[src/rtl/diffusion_pkg.sv]
`default_nettype none
// ============================================================================
// Module   : diffusion_pkg
// Purpose  : Shared definitions for the diffusion banked-BRAM requester and
//            its scheduler/conflict partners: default widths, the parking
//            address pattern and the requester FSM state encoding.
// Revision : 1.0 - initial release
// ============================================================================
package diffusion_pkg;

  // Default global word-address and data widths, shared with the scheduler.
  localparam int DIFF_ADDR_WIDTH = 13;
  localparam int DIFF_DATA_WIDTH = 32;

  // Parking address pattern: all ones, truncated to the address width in use.
  // It must lie outside every bank range so an idle lane is never selected.
  localparam logic [63:0] DIFF_PARK_ALL_ONES = '1;

  // Requester FSM encoding: 3 bits, 7 states.
  typedef enum logic [2:0] {
    ST_IDLE    = 3'd0,
    ST_RD_REQ  = 3'd1,
    ST_RD_CHK  = 3'd2,
    ST_RD_WAIT = 3'd3,
    ST_ACC     = 3'd4,
    ST_WR_REQ  = 3'd5,
    ST_WR_CHK  = 3'd6
  } req_state_t;

endpackage
`default_nettype wire

[src/rtl/diffusion_sat_counter.sv]
`default_nettype none
// ============================================================================
// Module   : diffusion_sat_counter
// Purpose  : Saturating up-counter with synchronous clear; holds at all ones.
// Revision : 1.0 - initial release
// ============================================================================
module diffusion_sat_counter #(
  parameter int WIDTH = 16
) (
  input  logic             clk,
  input  logic             rst,
  input  logic             inc,
  input  logic             clear,
  output logic [WIDTH-1:0] count
);

  // Count increments until the all-ones value, then holds.
  always_ff @(posedge clk) begin
    if (rst || clear) begin
      count <= '0;
    end else if (inc && (count != {WIDTH{1'b1}})) begin
      count <= count + 1'b1;
    end
  end

endmodule
`default_nettype wire

[src/rtl/diffusion_bank_requester.sv]
`default_nettype none
// ============================================================================
// Module   : diffusion_bank_requester
// Purpose  : Per-lane requester for the banked-BRAM scheduler. Accepts one
//            read-modify-write operation at a time, issues the read beat,
//            accumulates the delta and issues the write beat, re-sending any
//            beat that lost arbitration so each operation retires once.
// Options  : DIFFUSION_REQ_STATS_EN adds saturating retry_cnt / op_cnt outputs.
// Revision : 1.0 - initial release
// ============================================================================
module diffusion_bank_requester
  import diffusion_pkg::*;
#(
  parameter int                    ADDR_WIDTH = DIFF_ADDR_WIDTH,
  parameter int                    DATA_WIDTH = DIFF_DATA_WIDTH,
  parameter int                    RD_LAT     = 1,
  parameter logic [ADDR_WIDTH-1:0] PARK_ADDR  = ADDR_WIDTH'(DIFF_PARK_ALL_ONES)
) (
  input  logic                  clk,
  input  logic                  rst,
  input  logic                  op_valid,
  output logic                  op_ready,
  input  logic [ADDR_WIDTH-1:0] op_addr,
  input  logic [DATA_WIDTH-1:0] op_delta,
  output logic [ADDR_WIDTH-1:0] addr_out,
  output logic [DATA_WIDTH-1:0] data_out,
  output logic                  write_en,
  input  logic [DATA_WIDTH-1:0] data_in,
  input  logic                  conflict_in,
  output logic                  busy,
`ifdef DIFFUSION_REQ_STATS_EN
  output logic [15:0]           retry_cnt,
  output logic [15:0]           op_cnt,
`endif
  output logic                  done
);

  // Read-latency counter start value; RD_LAT is limited to 1..4.
  localparam logic [1:0] LAT_INIT = 2'(RD_LAT - 1);

  req_state_t            state;
  req_state_t            state_nxt;
  logic [ADDR_WIDTH-1:0] addr_q;
  logic [DATA_WIDTH-1:0] delta_q;
  logic [DATA_WIDTH-1:0] sum_q;
  logic [1:0]            lat_cnt;
  logic                  retry;

  // State register plus operation capture, latency count and accumulation.
  always_ff @(posedge clk) begin
    if (rst) begin
      state   <= ST_IDLE;
      addr_q  <= '0;
      delta_q <= '0;
      sum_q   <= '0;
      lat_cnt <= '0;
    end else begin
      state <= state_nxt;
      if (op_valid && op_ready) begin
        addr_q  <= op_addr;
        delta_q <= op_delta;
      end
      if (state == ST_RD_CHK) begin
        lat_cnt <= LAT_INIT;
      end else if (state == ST_RD_WAIT) begin
        lat_cnt <= lat_cnt - 2'd1;
      end
      // Sum is registered once; a write retry resends it unchanged.
      if (state == ST_ACC) begin
        sum_q <= data_in + delta_q;
      end
    end
  end

  // Next-state and beat outputs; the lane parks whenever no beat is owned.
  always_comb begin
    state_nxt = state;
    addr_out  = PARK_ADDR;
    data_out  = '0;
    write_en  = 1'b0;
    done      = 1'b0;
    retry     = 1'b0;
    unique case (state)
      ST_IDLE: begin
        if (op_valid) state_nxt = ST_RD_REQ;
      end
      ST_RD_REQ: begin
        addr_out  = addr_q;
        state_nxt = ST_RD_CHK;
      end
      ST_RD_CHK: begin
        addr_out = addr_q;
        if (conflict_in) begin
          retry     = 1'b1;
          state_nxt = ST_RD_REQ;
        end else if (RD_LAT == 1) begin
          state_nxt = ST_ACC;
        end else begin
          state_nxt = ST_RD_WAIT;
        end
      end
      ST_RD_WAIT: begin
        if (lat_cnt <= 2'd1) state_nxt = ST_ACC;
      end
      ST_ACC: begin
        state_nxt = ST_WR_REQ;
      end
      ST_WR_REQ: begin
        addr_out  = addr_q;
        data_out  = sum_q;
        write_en  = 1'b1;
        state_nxt = ST_WR_CHK;
      end
      ST_WR_CHK: begin
        addr_out = addr_q;
        data_out = sum_q;
        write_en = 1'b1;
        if (conflict_in) begin
          retry     = 1'b1;
          state_nxt = ST_WR_REQ;
        end else begin
          done      = 1'b1;
          state_nxt = ST_IDLE;
        end
      end
      default: begin
        state_nxt = ST_IDLE;
      end
    endcase
  end

  assign op_ready = (state == ST_IDLE);
  assign busy     = (state != ST_IDLE);

`ifdef DIFFUSION_REQ_STATS_EN
  diffusion_sat_counter #(.WIDTH(16)) u_retry_cnt (
    .clk   (clk),
    .rst   (rst),
    .inc   (retry),
    .clear (1'b0),
    .count (retry_cnt)
  );

  diffusion_sat_counter #(.WIDTH(16)) u_op_cnt (
    .clk   (clk),
    .rst   (rst),
    .inc   (done),
    .clear (1'b0),
    .count (op_cnt)
  );
`else
  logic unused_retry;
  assign unused_retry = retry;
`endif

endmodule
`default_nettype wire

[config.mk]
export PLATFORM = sky130hd
export DESIGN_NAME = diffusion_bank_requester
export DESIGN_NICKNAME = d
export VERILOG_FILES = /design/src/rtl/diffusion_pkg.sv /design/src/rtl/diffusion_sat_counter.sv /design/src/rtl/diffusion_bank_requester.sv
export SDC_FILE = /design/constraint.sdc
export NUM_CORES = 1
export LEC_CHECK = 0
export BUFFER_PORTS_ARGS = -buffer_cell sky130_fd_sc_hd__buf_2
export CAP_MARGIN = 20
export CORE_UTILIZATION = 50
export DETAILED_ROUTE_END_ITERATION = 12
export GPL_ROUTABILITY_DRIVEN = 0
export PLACE_DENSITY = 0.81
export SYNTH_ARGS = -nofsm -noshare
export SYNTH_HDL_FRONTEND = slang
export SYNTH_SLANG_ARGS = --single-unit
[constraint.sdc]
create_clock -name clk -period 2.85 [get_ports clk]
set_input_delay 0.285 -clock clk [delete_from_list [all_inputs] [get_ports clk]]
set_output_delay 0.285 -clock clk [all_outputs]
set_load 0.005 [all_outputs]
==> impl_metrics.yaml <==
status:
  status: "finished clean"
sta:
  final.period_utilization: 0.956
  finalClockSkew_ps: 11.9
  worst_slew_pin_slew_ps: 734
  finalHoldViolations: 0
  hold_slack_ps: 141
  maxSlewHeadroom: 0.498
  report.final.slew_viol_count: 0
  rsz0062_at_grt: "no"
  fin_crit_ps: 2720
  final-setup-viol-count: 0
  setup_slack_ps: 126
  fmaxAchievable_mhz: 367
cts:
  clkSlewWorstSetupHoldPaths_ps: 90
  clk_latency_ps: 370
  root_buffer: "clkbuf_8"
  cts_tree: "yes"
  cts_buffers: 9
  cts.sinks: 82
  clk_path_buf_depth: 2
  htree_levels: 3
  cts_hold_buf: 0
setup_path:
  crit_fanout: 6
  r2r_cells: 9
  path_buf_inv: 0
  crit_start: "delta_q[15]"
  rrSetupSlack_ps: 130
  arrival_ps: 2980
  crit_cells: 9
  max_stage_delay_ps: 460
  path_class: "flip-flop to flip-flop"
  rr_startpoint: "delta_q[15]"
  end_kind: "flip-flop"
  cp_slowest_cell: "o21ai_0"
  path_cells: "ha_1, a21oi_1, o21ai_0, or3_1, a211o_1, nand2_1, o31ai_1, a21oi_1, a311o_1"
  cp-start-kind: "flip-flop"
  rr_endpoint: "sum_q[28]"
  crit_family: "compound AO/OA/AOI/OAI gates"
  critical_path_required_ps: 3100
  critPathMostFrequentCell: "a21oi_1"
  crit_path_end: "sum_q[28]"
logic_synthesis:
  synth_edf_count: 0
  yosys_warnings: 0
  syn_area_per_cell_um2: 7.46
  synthFlopType: "dfxtp_1"
  syn_inst: 669
  syn-cell-area_mm2: 0.00499
  ys_async_sr_fraction: 0
  ys_ff_latch: 82
  synth_seq_area_share: 0.329
  yosysUniqueCellTypes: 56
  synth_nets: 783
layout:
  fill_cells: 907
  drive_gt1_frac: 0.213
  num_antenna_cells: 0
  fin_util: 0.617
  final_nets: 889
  area_delta_synth_final_pct: 20.3
floorplanning:
  die_h_um: 102
  io_pins: 130
  die_x_um: 102
  start_util: 0.513
  num_rows: 36
  core_area_mm2: 0.00973
  die_area_mm2: 0.0104
pwr:
  power.density_mw_per_mm2: 497
  comb_power_share: 0.248
  p_seq_frac: 0.420
  p_total_w: 0.00298
  p_leak_nw: 2.73
  p_int_w: 0.00208
  power_frac_clock: 0.332
  peakVddDrop_mv: 0.282
  switchingPower_w: 0.000899
  p_sw_frac: 0.301
routing:
  ant_nets: 0
  drt_wl_total_mm: 13.1
  wire_per_inst_um: 14.4
  drc_errors: 0
  dr.pass1.iters: 5
  vias_per_cell: 5.71
  routed-via-count: 5198
  drtIter0Drc: 315
global_routing:
  grt_max_degree: 46
  grt_overflow_total: 0
  grt_usage: 0.261
  grt_pass1_vias: 4753
  antenna_found_initial: 0
  grt_first_pass_wirelength_mm: 21.6
worst_hold_path:
  hold_depth: 3
  min-delay-path-class: "input pin to flip-flop"
placed_design:
  dp_slack_ps: -5.67
  numPortBuffers: 129
  post-dp-hpwl_mm: 9.66
job:
  maxCapViolations: 0
## final cells by class
class | instances | area (um^2) | area share
well taps | 133 | 166 | 0.0277
flip-flops and latches | 82 | 1640 | 0.274
clock buffers | 11 | 131 | 0.0219
inverters | 10 | 37.5 | 0.00626
clock inverters | 3 | 90.1 | 0.0150
multi-input cells | 531 | 3180 | 0.531
repair buffers | 141 | 748 | 0.125
## what timing repair did
item                       4_1_cts  5_1_grt
gates resized for setup          0        7
setup endpoints to repair        0        7
buffers inserted                 0        1
## power by group through the flow
stage                     registers, W  clock network (W)  logic, W
after global routing           0.00126            0.00104  0.000825
after global placement         0.00128                  0  0.000696
after detailed placement       0.00128                  0  0.000717
final                          0.00125           0.000990  0.000739
after CTS                      0.00125           0.000998  0.000724
after floorplan                0.00126                  0  0.000505
## cells by family (layout without fill, tap and decap cells)
family | count (synthesis) | in the layout | synth area share
multiplexers | 1 | 1 | 0.00201
buffers and inverters | 56 | 165 | 0.0424
AND/OR/NAND/NOR | 291 | 291 | 0.278
adder cells (fa/ha/maj) | 33 | 33 | 0.0843
flip-flops | 82 | 82 | 0.329
AO/OA/AOI/OAI | 185 | 185 | 0.228
XOR/XNOR | 21 | 21 | 0.0369
## worst min path at each step
stage | from | endpoint | slack (ps)
3_3_place_gp | addr_q[8] | addr_q[8] | 440
3_5_place_dp | sum_q[6] | sum_q[6] | 440
4_1_cts | op_delta[24] | delta_q[24] | 140
2_1_floorplan | op_addr[0] | addr_q[0] | 420
6_report | op_delta[24] | delta_q[24] | 140
5_1_grt | op_addr[8] | addr_q[8] | 150
## synthesized netlist by cell type, drive strengths merged (3+ instances only)
| library cell | count | area share |
|---|---|---|
| nand3b | 8 | 0.012 |
| o31a | 3 | 0.0055 |
| a311oi | 3 | 0.0053 |
| xor2 | 6 | 0.011 |
| o21ai | 20 | 0.020 |
| a21o | 10 | 0.015 |
| clkbuf | 44 | 0.033 |
| or3 | 3 | 0.0038 |
| ha | 32 | 0.080 |
| a21oi | 104 | 0.11 |
| inv | 10 | 0.0075 |
| a31oi | 4 | 0.0050 |
| and3 | 35 | 0.044 |
| o211ai | 4 | 0.0060 |
| nand2 | 146 | 0.11 |
| xnor2 | 15 | 0.026 |
| a211oi | 7 | 0.011 |
| dfxtp | 82 | 0.33 |
| o21a | 6 | 0.011 |
| a21boi | 3 | 0.0045 |
| nand4b | 3 | 0.0053 |
| nor2 | 30 | 0.023 |
| nor3b | 7 | 0.011 |
| o21bai | 3 | 0.0045 |
| nand2b | 17 | 0.021 |
| nand3 | 9 | 0.0090 |
| nor3 | 12 | 0.012 |
| nand4 | 7 | 0.0088 |
| and2 | 7 | 0.0088 |
## cell usage in the layout (no fill, tap or decap), types with 8 or more instances in the layout
master	n
a21oi_1	102
buf_2	129
nand2b_1	17
xnor2_1	15
buf_4	11
and3_1	35
inv_1	10
clkbuf_8	9
a21o_1	10
nand3b_1	8
dfxtp_1	81
nand3_1	9
nor2_1	30
ha_1	31
nor3_1	12
nand2_1	146
o21ai_0	16
## per-layer routing
metal | global-route usage | wire length [um]
met1 | 0.330 | 5720
met2 | 0.437 | 6130
met3 | 0.0410 | 864
met4 | 0.125 | 378
met5 | 0 | 0
## per-stage QoR
step | cells | TNS [ps] | cell area [um^2]
after floorplan | 669 | 0 | 4990
after CTS | 910 | 0 | 5960
after detailed placement | 896 | -5.67 | 5740
final | 911 | 0 | 6000
after global routing | 911 | 0 | 6000
after global placement | 896 | 0 | 5740
## tightest hold or removal path, cell delays in order
cell and delay, ps:
buf_2 90, nand2_1 40, a21oi_1 50
## sequential cells by signal (all words and copies together), names as in the netlist
| register | cells |
|---|---|
| sum_q | 32 |
| lat_cnt | 2 |
| delta_q | 32 |
| addr_q | 13 |
| state | 3 |
No activity file was read; power rests on OpenSTA's default activity.
